### src/rtl/uart_cmd_ctrl_pkg.sv
// Shared types and constants for the UART command-frame controller
// (SOF, CMD, LEN, payload, CHK frames).
package uart_cmd_pkg;

    localparam int BYTE_W = 8;
    localparam logic [BYTE_W-1:0] SOF_DEFAULT = 8'hA5;

    typedef enum logic [2:0] {
        ST_IDLE,
        ST_CMD,
        ST_LEN,
        ST_DATA,
        ST_CHK,
        ST_HOLD
    } state_e;

endpackage

### src/rtl/uart_cmd_ctrl_if.sv
// Byte-strobe input, command handshake, payload read port and error pulses
// of the UART command-frame controller.
interface uart_cmd_if #(
    parameter int ADDR_W = 4
);
    logic                             rx_ready;
    logic [uart_cmd_pkg::BYTE_W-1:0]  rx_data;
    logic                             cmd_valid;
    logic [uart_cmd_pkg::BYTE_W-1:0]  cmd_code;
    logic [uart_cmd_pkg::BYTE_W-1:0]  cmd_len;
    logic                             cmd_ack;
    logic [ADDR_W-1:0]                pl_addr;
    logic [uart_cmd_pkg::BYTE_W-1:0]  pl_data;
    logic                             err_chk;
    logic                             err_len;
    logic                             err_timeout;
    logic                             err_overrun;
    logic                             busy;

    // Application / receiver side.
    modport master (
        output rx_ready, rx_data, cmd_ack, pl_addr,
        input  cmd_valid, cmd_code, cmd_len, pl_data,
        input  err_chk, err_len, err_timeout, err_overrun, busy
    );

    // Controller side.
    modport slave (
        input  rx_ready, rx_data, cmd_ack, pl_addr,
        output cmd_valid, cmd_code, cmd_len, pl_data,
        output err_chk, err_len, err_timeout, err_overrun, busy
    );
endinterface

### src/rtl/uart_cmd_ctrl_buf.sv
// Payload buffer: DEPTH x 8 register array, synchronous write and
// combinational read. Contents are deliberately not reset.
module uart_cmd_buf #(
    parameter int DEPTH  = 16,
    parameter int ADDR_W = 4
) (
    input  logic              clk,
    input  logic              wr_en_i,
    input  logic [ADDR_W-1:0] wr_addr_i,
    input  logic [7:0]        wr_data_i,
    input  logic [ADDR_W-1:0] rd_addr_i,
    output logic [7:0]        rd_data_o
);
    logic [7:0] mem_q [DEPTH];

    always_ff @(posedge clk) begin
        if (wr_en_i) begin
            mem_q[wr_addr_i] <= wr_data_i;
        end
    end

    // Addresses past DEPTH (non power-of-two depths) read as zero.
    assign rd_data_o = (int'(rd_addr_i) < DEPTH) ? mem_q[rd_addr_i] : 8'h00;

endmodule

### src/rtl/uart_cmd_ctrl.sv
// Command-frame controller behind the UART receiver. Inter-byte timeout is
// built only when UART_CMD_TIMEOUT_EN is defined; otherwise err_timeout is 0.
module uart_cmd_ctrl
    import uart_cmd_pkg::*;
#(
    parameter logic [BYTE_W-1:0] SOF_BYTE       = SOF_DEFAULT,
    parameter int                MAX_LEN        = 16,
    parameter int                TIMEOUT_CYCLES = 20000,
    localparam int               ADDR_W         = (MAX_LEN > 1) ? $clog2(MAX_LEN) : 1
) (
    input logic       clk,
    input logic       rst_n,
    uart_cmd_if.slave bus
);
    localparam logic [BYTE_W-1:0] MAX_LEN_B = BYTE_W'(MAX_LEN);

    if (MAX_LEN < 1 || MAX_LEN > 255 || TIMEOUT_CYCLES < 2) begin : g_badParams
        $error("uart_cmd_ctrl: parameter out of range");
    end

    state_e            state_q, state_d;
    logic [BYTE_W-1:0] code_q, code_d;
    logic [BYTE_W-1:0] len_q, len_d;
    logic [BYTE_W-1:0] idx_q, idx_d;
    logic [BYTE_W-1:0] chkAcc_q, chkAcc_d;
    logic [BYTE_W-1:0] cmdCode_q, cmdCode_d;
    logic [BYTE_W-1:0] cmdLen_q, cmdLen_d;
    logic              errChk_q, errChk_d;
    logic              errLen_q, errLen_d;
    logic              errTimeout_q, errTimeout_d;
    logic              errOverrun_q, errOverrun_d;
    logic              bufWrEn;
    logic              tmoExpired;
    logic [BYTE_W-1:0] idxNext;

    assign idxNext = idx_q + 8'd1;

`ifdef UART_CMD_TIMEOUT_EN
    localparam int TMO_W = $clog2(TIMEOUT_CYCLES);
    localparam logic [TMO_W-1:0] TMO_LAST = TMO_W'(TIMEOUT_CYCLES - 1);

    logic             frameActive;
    logic [TMO_W-1:0] tmoCnt_q, tmoCnt_d;

    assign frameActive = state_q inside {ST_CMD, ST_LEN, ST_DATA, ST_CHK};
    // A byte arriving on the expiry cycle wins, so rx_ready masks expiry.
    assign tmoExpired  = frameActive && !bus.rx_ready && (tmoCnt_q == TMO_LAST);

    always_comb begin
        tmoCnt_d = tmoCnt_q + 1'b1;
        if (!frameActive || bus.rx_ready || tmoExpired) begin
            tmoCnt_d = '0;
        end
    end

    always_ff @(posedge clk) begin
        if (!rst_n) begin
            tmoCnt_q <= '0;
        end else begin
            tmoCnt_q <= tmoCnt_d;
        end
    end
`else
    assign tmoExpired = 1'b0;
`endif

    always_comb begin
        state_d      = state_q;
        code_d       = code_q;
        len_d        = len_q;
        idx_d        = idx_q;
        chkAcc_d     = chkAcc_q;
        cmdCode_d    = cmdCode_q;
        cmdLen_d     = cmdLen_q;
        errChk_d     = 1'b0;
        errLen_d     = 1'b0;
        errTimeout_d = 1'b0;
        errOverrun_d = 1'b0;
        bufWrEn      = 1'b0;

        case (state_q)
            ST_IDLE: begin
                if (bus.rx_ready && bus.rx_data == SOF_BYTE) begin
                    state_d = ST_CMD;
                end
            end
            ST_CMD: begin
                if (bus.rx_ready) begin
                    code_d   = bus.rx_data;
                    chkAcc_d = bus.rx_data;
                    state_d  = ST_LEN;
                end
            end
            ST_LEN: begin
                if (bus.rx_ready) begin
                    chkAcc_d = chkAcc_q ^ bus.rx_data;
                    len_d    = bus.rx_data;
                    idx_d    = '0;
                    if (bus.rx_data > MAX_LEN_B) begin
                        errLen_d = 1'b1;
                        state_d  = ST_IDLE;
                    end else if (bus.rx_data == '0) begin
                        state_d = ST_CHK;
                    end else begin
                        state_d = ST_DATA;
                    end
                end
            end
            ST_DATA: begin
                if (bus.rx_ready) begin
                    bufWrEn  = 1'b1;
                    chkAcc_d = chkAcc_q ^ bus.rx_data;
                    idx_d    = idxNext;
                    if (idxNext == len_q) begin
                        state_d = ST_CHK;
                    end
                end
            end
            ST_CHK: begin
                if (bus.rx_ready) begin
                    if (bus.rx_data == chkAcc_q) begin
                        cmdCode_d = code_q;
                        cmdLen_d  = len_q;
                        state_d   = ST_HOLD;
                    end else begin
                        errChk_d = 1'b1;
                        state_d  = ST_IDLE;
                    end
                end
            end
            ST_HOLD: begin
                // Bytes arriving while the command is held are dropped, even alongside an ack.
                if (bus.rx_ready) begin
                    errOverrun_d = 1'b1;
                end
                if (bus.cmd_ack) begin
                    state_d = ST_IDLE;
                end
            end
            default: state_d = ST_IDLE;
        endcase

        if (tmoExpired) begin
            state_d      = ST_IDLE;
            errTimeout_d = 1'b1;
        end
    end

    always_ff @(posedge clk) begin
        if (!rst_n) begin
            state_q      <= ST_IDLE;
            code_q       <= '0;
            len_q        <= '0;
            idx_q        <= '0;
            chkAcc_q     <= '0;
            cmdCode_q    <= '0;
            cmdLen_q     <= '0;
            errChk_q     <= 1'b0;
            errLen_q     <= 1'b0;
            errTimeout_q <= 1'b0;
            errOverrun_q <= 1'b0;
        end else begin
            state_q      <= state_d;
            code_q       <= code_d;
            len_q        <= len_d;
            idx_q        <= idx_d;
            chkAcc_q     <= chkAcc_d;
            cmdCode_q    <= cmdCode_d;
            cmdLen_q     <= cmdLen_d;
            errChk_q     <= errChk_d;
            errLen_q     <= errLen_d;
            errTimeout_q <= errTimeout_d;
            errOverrun_q <= errOverrun_d;
        end
    end

    uart_cmd_buf #(
        .DEPTH  (MAX_LEN),
        .ADDR_W (ADDR_W)
    ) u_buf (
        .clk       (clk),
        .wr_en_i   (bufWrEn),
        .wr_addr_i (idx_q[ADDR_W-1:0]),
        .wr_data_i (bus.rx_data),
        .rd_addr_i (bus.pl_addr),
        .rd_data_o (bus.pl_data)
    );

    assign bus.cmd_valid   = (state_q == ST_HOLD);
    assign bus.busy        = (state_q != ST_IDLE);
    assign bus.cmd_code    = cmdCode_q;
    assign bus.cmd_len     = cmdLen_q;
    assign bus.err_chk     = errChk_q;
    assign bus.err_len     = errLen_q;
    assign bus.err_timeout = errTimeout_q;
    assign bus.err_overrun = errOverrun_q;

endmodule

### src/flat_wrapper.sv
// flat-port wrapper written by rule: the top's interface ports become plain ports
module uart_cmd_ctrl_flat import uart_cmd_pkg::*;
#(
    parameter logic [BYTE_W-1:0] SOF_BYTE       = SOF_DEFAULT,
    parameter int                MAX_LEN        = 16,
    parameter int                TIMEOUT_CYCLES = 20000,
    localparam int               ADDR_W         = (MAX_LEN > 1) ? $clog2(MAX_LEN) : 1
)
  (clk, rst_n, bus_rx_ready, bus_rx_data, bus_cmd_ack, bus_pl_addr, bus_cmd_valid, bus_cmd_code, bus_cmd_len, bus_pl_data, bus_err_chk, bus_err_len, bus_err_timeout, bus_err_overrun, bus_busy);
  uart_cmd_if #(.ADDR_W((4))) bus_i ();
  input logic clk;
  input logic rst_n;
  input wire logic [$bits(bus_i.rx_ready)-1:0] bus_rx_ready;
  input wire logic [$bits(bus_i.rx_data)-1:0] bus_rx_data;
  input wire logic [$bits(bus_i.cmd_ack)-1:0] bus_cmd_ack;
  input wire logic [$bits(bus_i.pl_addr)-1:0] bus_pl_addr;
  output wire logic [$bits(bus_i.cmd_valid)-1:0] bus_cmd_valid;
  output wire logic [$bits(bus_i.cmd_code)-1:0] bus_cmd_code;
  output wire logic [$bits(bus_i.cmd_len)-1:0] bus_cmd_len;
  output wire logic [$bits(bus_i.pl_data)-1:0] bus_pl_data;
  output wire logic [$bits(bus_i.err_chk)-1:0] bus_err_chk;
  output wire logic [$bits(bus_i.err_len)-1:0] bus_err_len;
  output wire logic [$bits(bus_i.err_timeout)-1:0] bus_err_timeout;
  output wire logic [$bits(bus_i.err_overrun)-1:0] bus_err_overrun;
  output wire logic [$bits(bus_i.busy)-1:0] bus_busy;
  assign bus_i.rx_ready = bus_rx_ready;
  assign bus_i.rx_data = bus_rx_data;
  assign bus_i.cmd_ack = bus_cmd_ack;
  assign bus_i.pl_addr = bus_pl_addr;
  assign bus_cmd_valid = bus_i.cmd_valid;
  assign bus_cmd_code = bus_i.cmd_code;
  assign bus_cmd_len = bus_i.cmd_len;
  assign bus_pl_data = bus_i.pl_data;
  assign bus_err_chk = bus_i.err_chk;
  assign bus_err_len = bus_i.err_len;
  assign bus_err_timeout = bus_i.err_timeout;
  assign bus_err_overrun = bus_i.err_overrun;
  assign bus_busy = bus_i.busy;
  uart_cmd_ctrl #(.SOF_BYTE(SOF_BYTE), .MAX_LEN(MAX_LEN), .TIMEOUT_CYCLES(TIMEOUT_CYCLES)) u_core (.clk(clk), .rst_n(rst_n), .bus(bus_i));
endmodule
### config.mk
export PLATFORM = sky130hd
export DESIGN_NAME = uart_cmd_ctrl_flat
export DESIGN_NICKNAME = d
export VERILOG_FILES = /design/src/rtl/uart_cmd_ctrl_pkg.sv /design/src/rtl/uart_cmd_ctrl_if.sv /design/src/rtl/uart_cmd_ctrl_buf.sv /design/src/rtl/uart_cmd_ctrl.sv /design/src/flat_wrapper.sv
export SDC_FILE = /design/constraint.sdc
export NUM_CORES = 1
export LEC_CHECK = 0
export CORE_MARGIN = 1
export CORE_UTILIZATION = 35
export DETAILED_ROUTE_END_ITERATION = 6
export SLEW_MARGIN = 20
export SYNTH_ARGS = -nofsm -noshare
export SYNTH_HDL_FRONTEND = slang
export SYNTH_SLANG_ARGS = --single-unit
### constraint.sdc
create_clock -name clk -period 4.65 [get_ports clk]
set_input_delay 0.465 -clock clk [delete_from_list [all_inputs] [get_ports clk]]
set_output_delay 0.465 -clock clk [all_outputs]
set_load 0.005 [all_outputs]
==> metrics.cfg <==
[placed_design]
portBuffers = 44
gp_congestion = 0.777
dpl-instance-area_sq_um = 8450
dp_hpwl_microns = 11300

[power_and_ir_drop]
p_leak_nw = 2.96
irDropWorstVdd_uv = 266
sequentialPowerShare_pct = 51.9
clock_power_share_pct = 43.7
p_sw_uw = 755
power.density_nw_per_um2 = 368
power.share.switching_pct = 22.7
internal-power_mw = 2.58
combPwrFrac_pct = 4.4

[logic_synthesis]
ys_ff_latch = 182
synth_area_leaders = edfxtp_1, dfxtp_1, mux4_2
synth_top_area_share_pct = 49.8
synth_top_cell_by_area = edfxtp_1
synth-seq-area-share_pct = 63.8
yosysUniqueCellTypes = 54
syn_area_sq_um = 7720
synth_enable_flop_cells = 128
syn_nets = 553
avgSynthCellArea_sq_um = 14.5
synth_cells = 533
ys.flop_type = edfxtp_1
yosys_warnings = 0
async_flop_share_pct = 0

[floorplanning]
coreArea_sq_um = 21400
die-area_sq_um = 22700
die_h_microns = 151
ioPinCount = 46
core.rowCount = 53
die_w_microns = 151
start_util_pct = 36.2

[sta]
grt_setup_unrepaired = no
skew_ns = 0.0130
tightest_slew_ns = 1.11
period_share_pct = 68.4
timing.fmax_ghz = 0.314
setup_violations = 0
slew_viol_final = 0
fin_crit_ns = 3.18
hold_viol_final = 0
setup_tns_ns = 0
slew_headroom_pct = 25.5

[critical_path]
cp_num_buf_inv = 3
cp-start-kind = primary input
reg2reg_slack_ns = 2.02
rr_startpoint = u_core.state_q[1]
critPathCaptureType = output port
critPathKind = in -> out
cp_max_fo = 32
crit_arrival_ns = 2.72
crit_path_max_incr_delay_ns = 0.51
crit_family = buffers and inverters
crit_chain = clkdlybuf4s50_1, buf_4, mux4_2, mux4_2, clkdlybuf4s50_1
slowest_stage = mux4_2
worst_ep_required_time_ns = 4.18
reg2reg_to = u_core.u_buf.mem_q[8][7]
r2r_cells = 4

[min_path]
hold_end = u_core.code_q[0]
hold_start = u_core.code_q[0]
hold_depth = 2
hold_path_class = reg -> reg

[clock_network]
cts_root_buf = clkbuf_16
cts.sinks = 182
cts.path.max_buffers = 2
tritoncts = done
clkTransAtPathRegs_ns = 0.07
post_cts.repair.setup_buffers = 0
clkLatencyLatePin_ns = 0.43
ctsHoldBuffers = 0
cts_max_level = 4
numCtsBuffers = 17
post_cts_resized = 0

[global_routing]
gr-max-usage-layer = met2
gr-total-overflow = 0
grt_pass1_wl_microns = 26700
grtUsageMet3_pct = 4.70
grt_max_degree = 42
grt_pass1_vias = 4546
grtUsageTotal_pct = 16.2
grt_use_met1_pct = 20.6
gr-usage-met2_pct = 27.3
antenna_found_initial = 0

[route]
vias = 4542
viasPerCell = 5.24
drtAntennaViolNets = 0
firstDrtPassIters = 5
drc = 0
routedWlPerCell_microns = 19.8
routed_wl_microns = 17200
drt_iter0_markers = 402

[final_layout]
fin_util_pct = 42.4
stdcell_area_sq_um = 9060
areaGrowthSynthToFinish_pct = 17.3
drive_gt1_share_pct = 15.7
diodes = 0
final_nets = 598

[flow_run]
drv_cap = 0

[status]
status = finished clean

## per-stage QoR
step / instances / setup slack, ns / hold WS (ns) / power [mW]
after floorplan: 533 / 2.21 / 0.443 / 1.84
after global placement: 834 / 1.52 / 0.459 / 1.91
after detailed placement: 834 / 1.47 / 0.459 / 1.91
after CTS: 866 / 1.46 / 0.470 / 3.35
after global routing: 866 / 1.39 / 0.485 / 3.43
final: 866 / 1.47 / 0.466 / 3.33
## worst reg2reg max path, cell delays in order (launching register included)
cell	delay (ns)
dfxtp_1	0.55
nor2b_1	0.39
and3_1	0.29
nand2_1	0.14
nor2_1	0.88
## cells in the final DEF (no fill, tap or decap), drive strengths merged, types with 6 or more instances in the layout
cell type      Yosys  routed
mux2i             17      17
xor2               7       7
nor3              10      10
nand2b             8       8
o21ai             16      16
dfxtp             54      54
nor2              22      22
buf               15      16
a21boi            22      22
nor2b             23      23
edfxtp           128     128
nand2             62      62
mux4              40      40
clkbuf            18      18
inv                5      15
and2               8       8
xnor2             15      15
nand3              6       6
clkdlybuf4s50      0      43
## power by group through the flow
stage          sequential (mW)  clock [mW]  combinational, mW
6_report                  1.73        1.46              0.145
5_1_grt                   1.73        1.54              0.157
4_1_cts                   1.73        1.48              0.148
3_5_place_dp              1.77           0              0.148
3_3_place_gp              1.77           0              0.145
2_1_floorplan             1.77           0             0.0761
## state kept, by name, indices dropped and copies added (netlist names)
register,flops
u_core.bus.err_chk,1
u_core.idx_q,8
u_core.chkAcc_q,8
u_core.len_q,8
u_core.bus.err_overrun,1
u_core.bus.cmd_code,8
u_core.bus.err_len,1
u_core.code_q,8
u_core.u_buf.mem_q,128
u_core.state_q,3
u_core.bus.cmd_len,8
## worst max path at each step
| stage | startpoint | to | slack [ns] | cells after the start |
|---|---|---|---|---|
| 4_1_cts | bus_pl_addr[1] | bus_pl_data[0] | 1.46 | 5 |
| 6_report | bus_pl_addr[1] | bus_pl_data[0] | 1.47 | 5 |
| 3_3_place_gp | bus_pl_addr[1] | bus_pl_data[6] | 1.52 | 5 |
| 3_5_place_dp | bus_pl_addr[1] | bus_pl_data[0] | 1.47 | 5 |
| 5_1_grt | bus_pl_addr[1] | bus_pl_data[6] | 1.39 | 5 |
| 2_1_floorplan | bus_pl_addr[0] | bus_pl_data[0] | 2.21 | 4 |
## cells in the mapped netlist (3+ instances only)
cell      number
and3_1         4
nor3_1        10
nand2b_1       8
nor4_1         3
xnor2_1       15
nor3b_1        3
o21ai_0       16
ha_1           4
nor2_1        22
edfxtp_1     128
nand2_1       62
inv_1          5
xor2_1         7
nor2b_1       23
and2_1         8
buf_2          8
a21o_1         3
dfxtp_1       54
mux2i_1       17
a22oi_1        4
clkbuf_1      18
nand4_1        4
mux4_2        40
a21boi_0      22
buf_1          3
nand3_1        5
## routing by layer
| layer | vias up | share of wire, % |
|---|---|---|
| met1 | 2312 | 44 |
| met3 | 11 | 5.1 |
| met2 | 121 | 50 |
| li1 | 2098 | - |
| met5 | - | 0 |
| met4 | 0 | 0.66 |
## kinds of logic after synthesis
logic type,after synthesis,share of synthesized area [%]
adder cells (fa/ha/maj),4,0.648
XOR/XNOR,22,2.50
AO/OA/AOI/OAI,63,5.85
flip-flops,182,63.8
multiplexers,59,14.2
buffers and inverters,38,2.32
other,1,0.0486
AND/OR/NAND/NOR,164,10.7
## layout make-up
type	count	area, sq um
Fill cell	1925	12300
Timing Repair Buffer	59	548
Clock buffer	18	429
Sequential cell	182	4920
Inverter	5	18.8
Tap cell	275	344
Multi-Input combinational cell	313	2620
Clock inverter	14	171
Power figures use the tool's default switching activity.
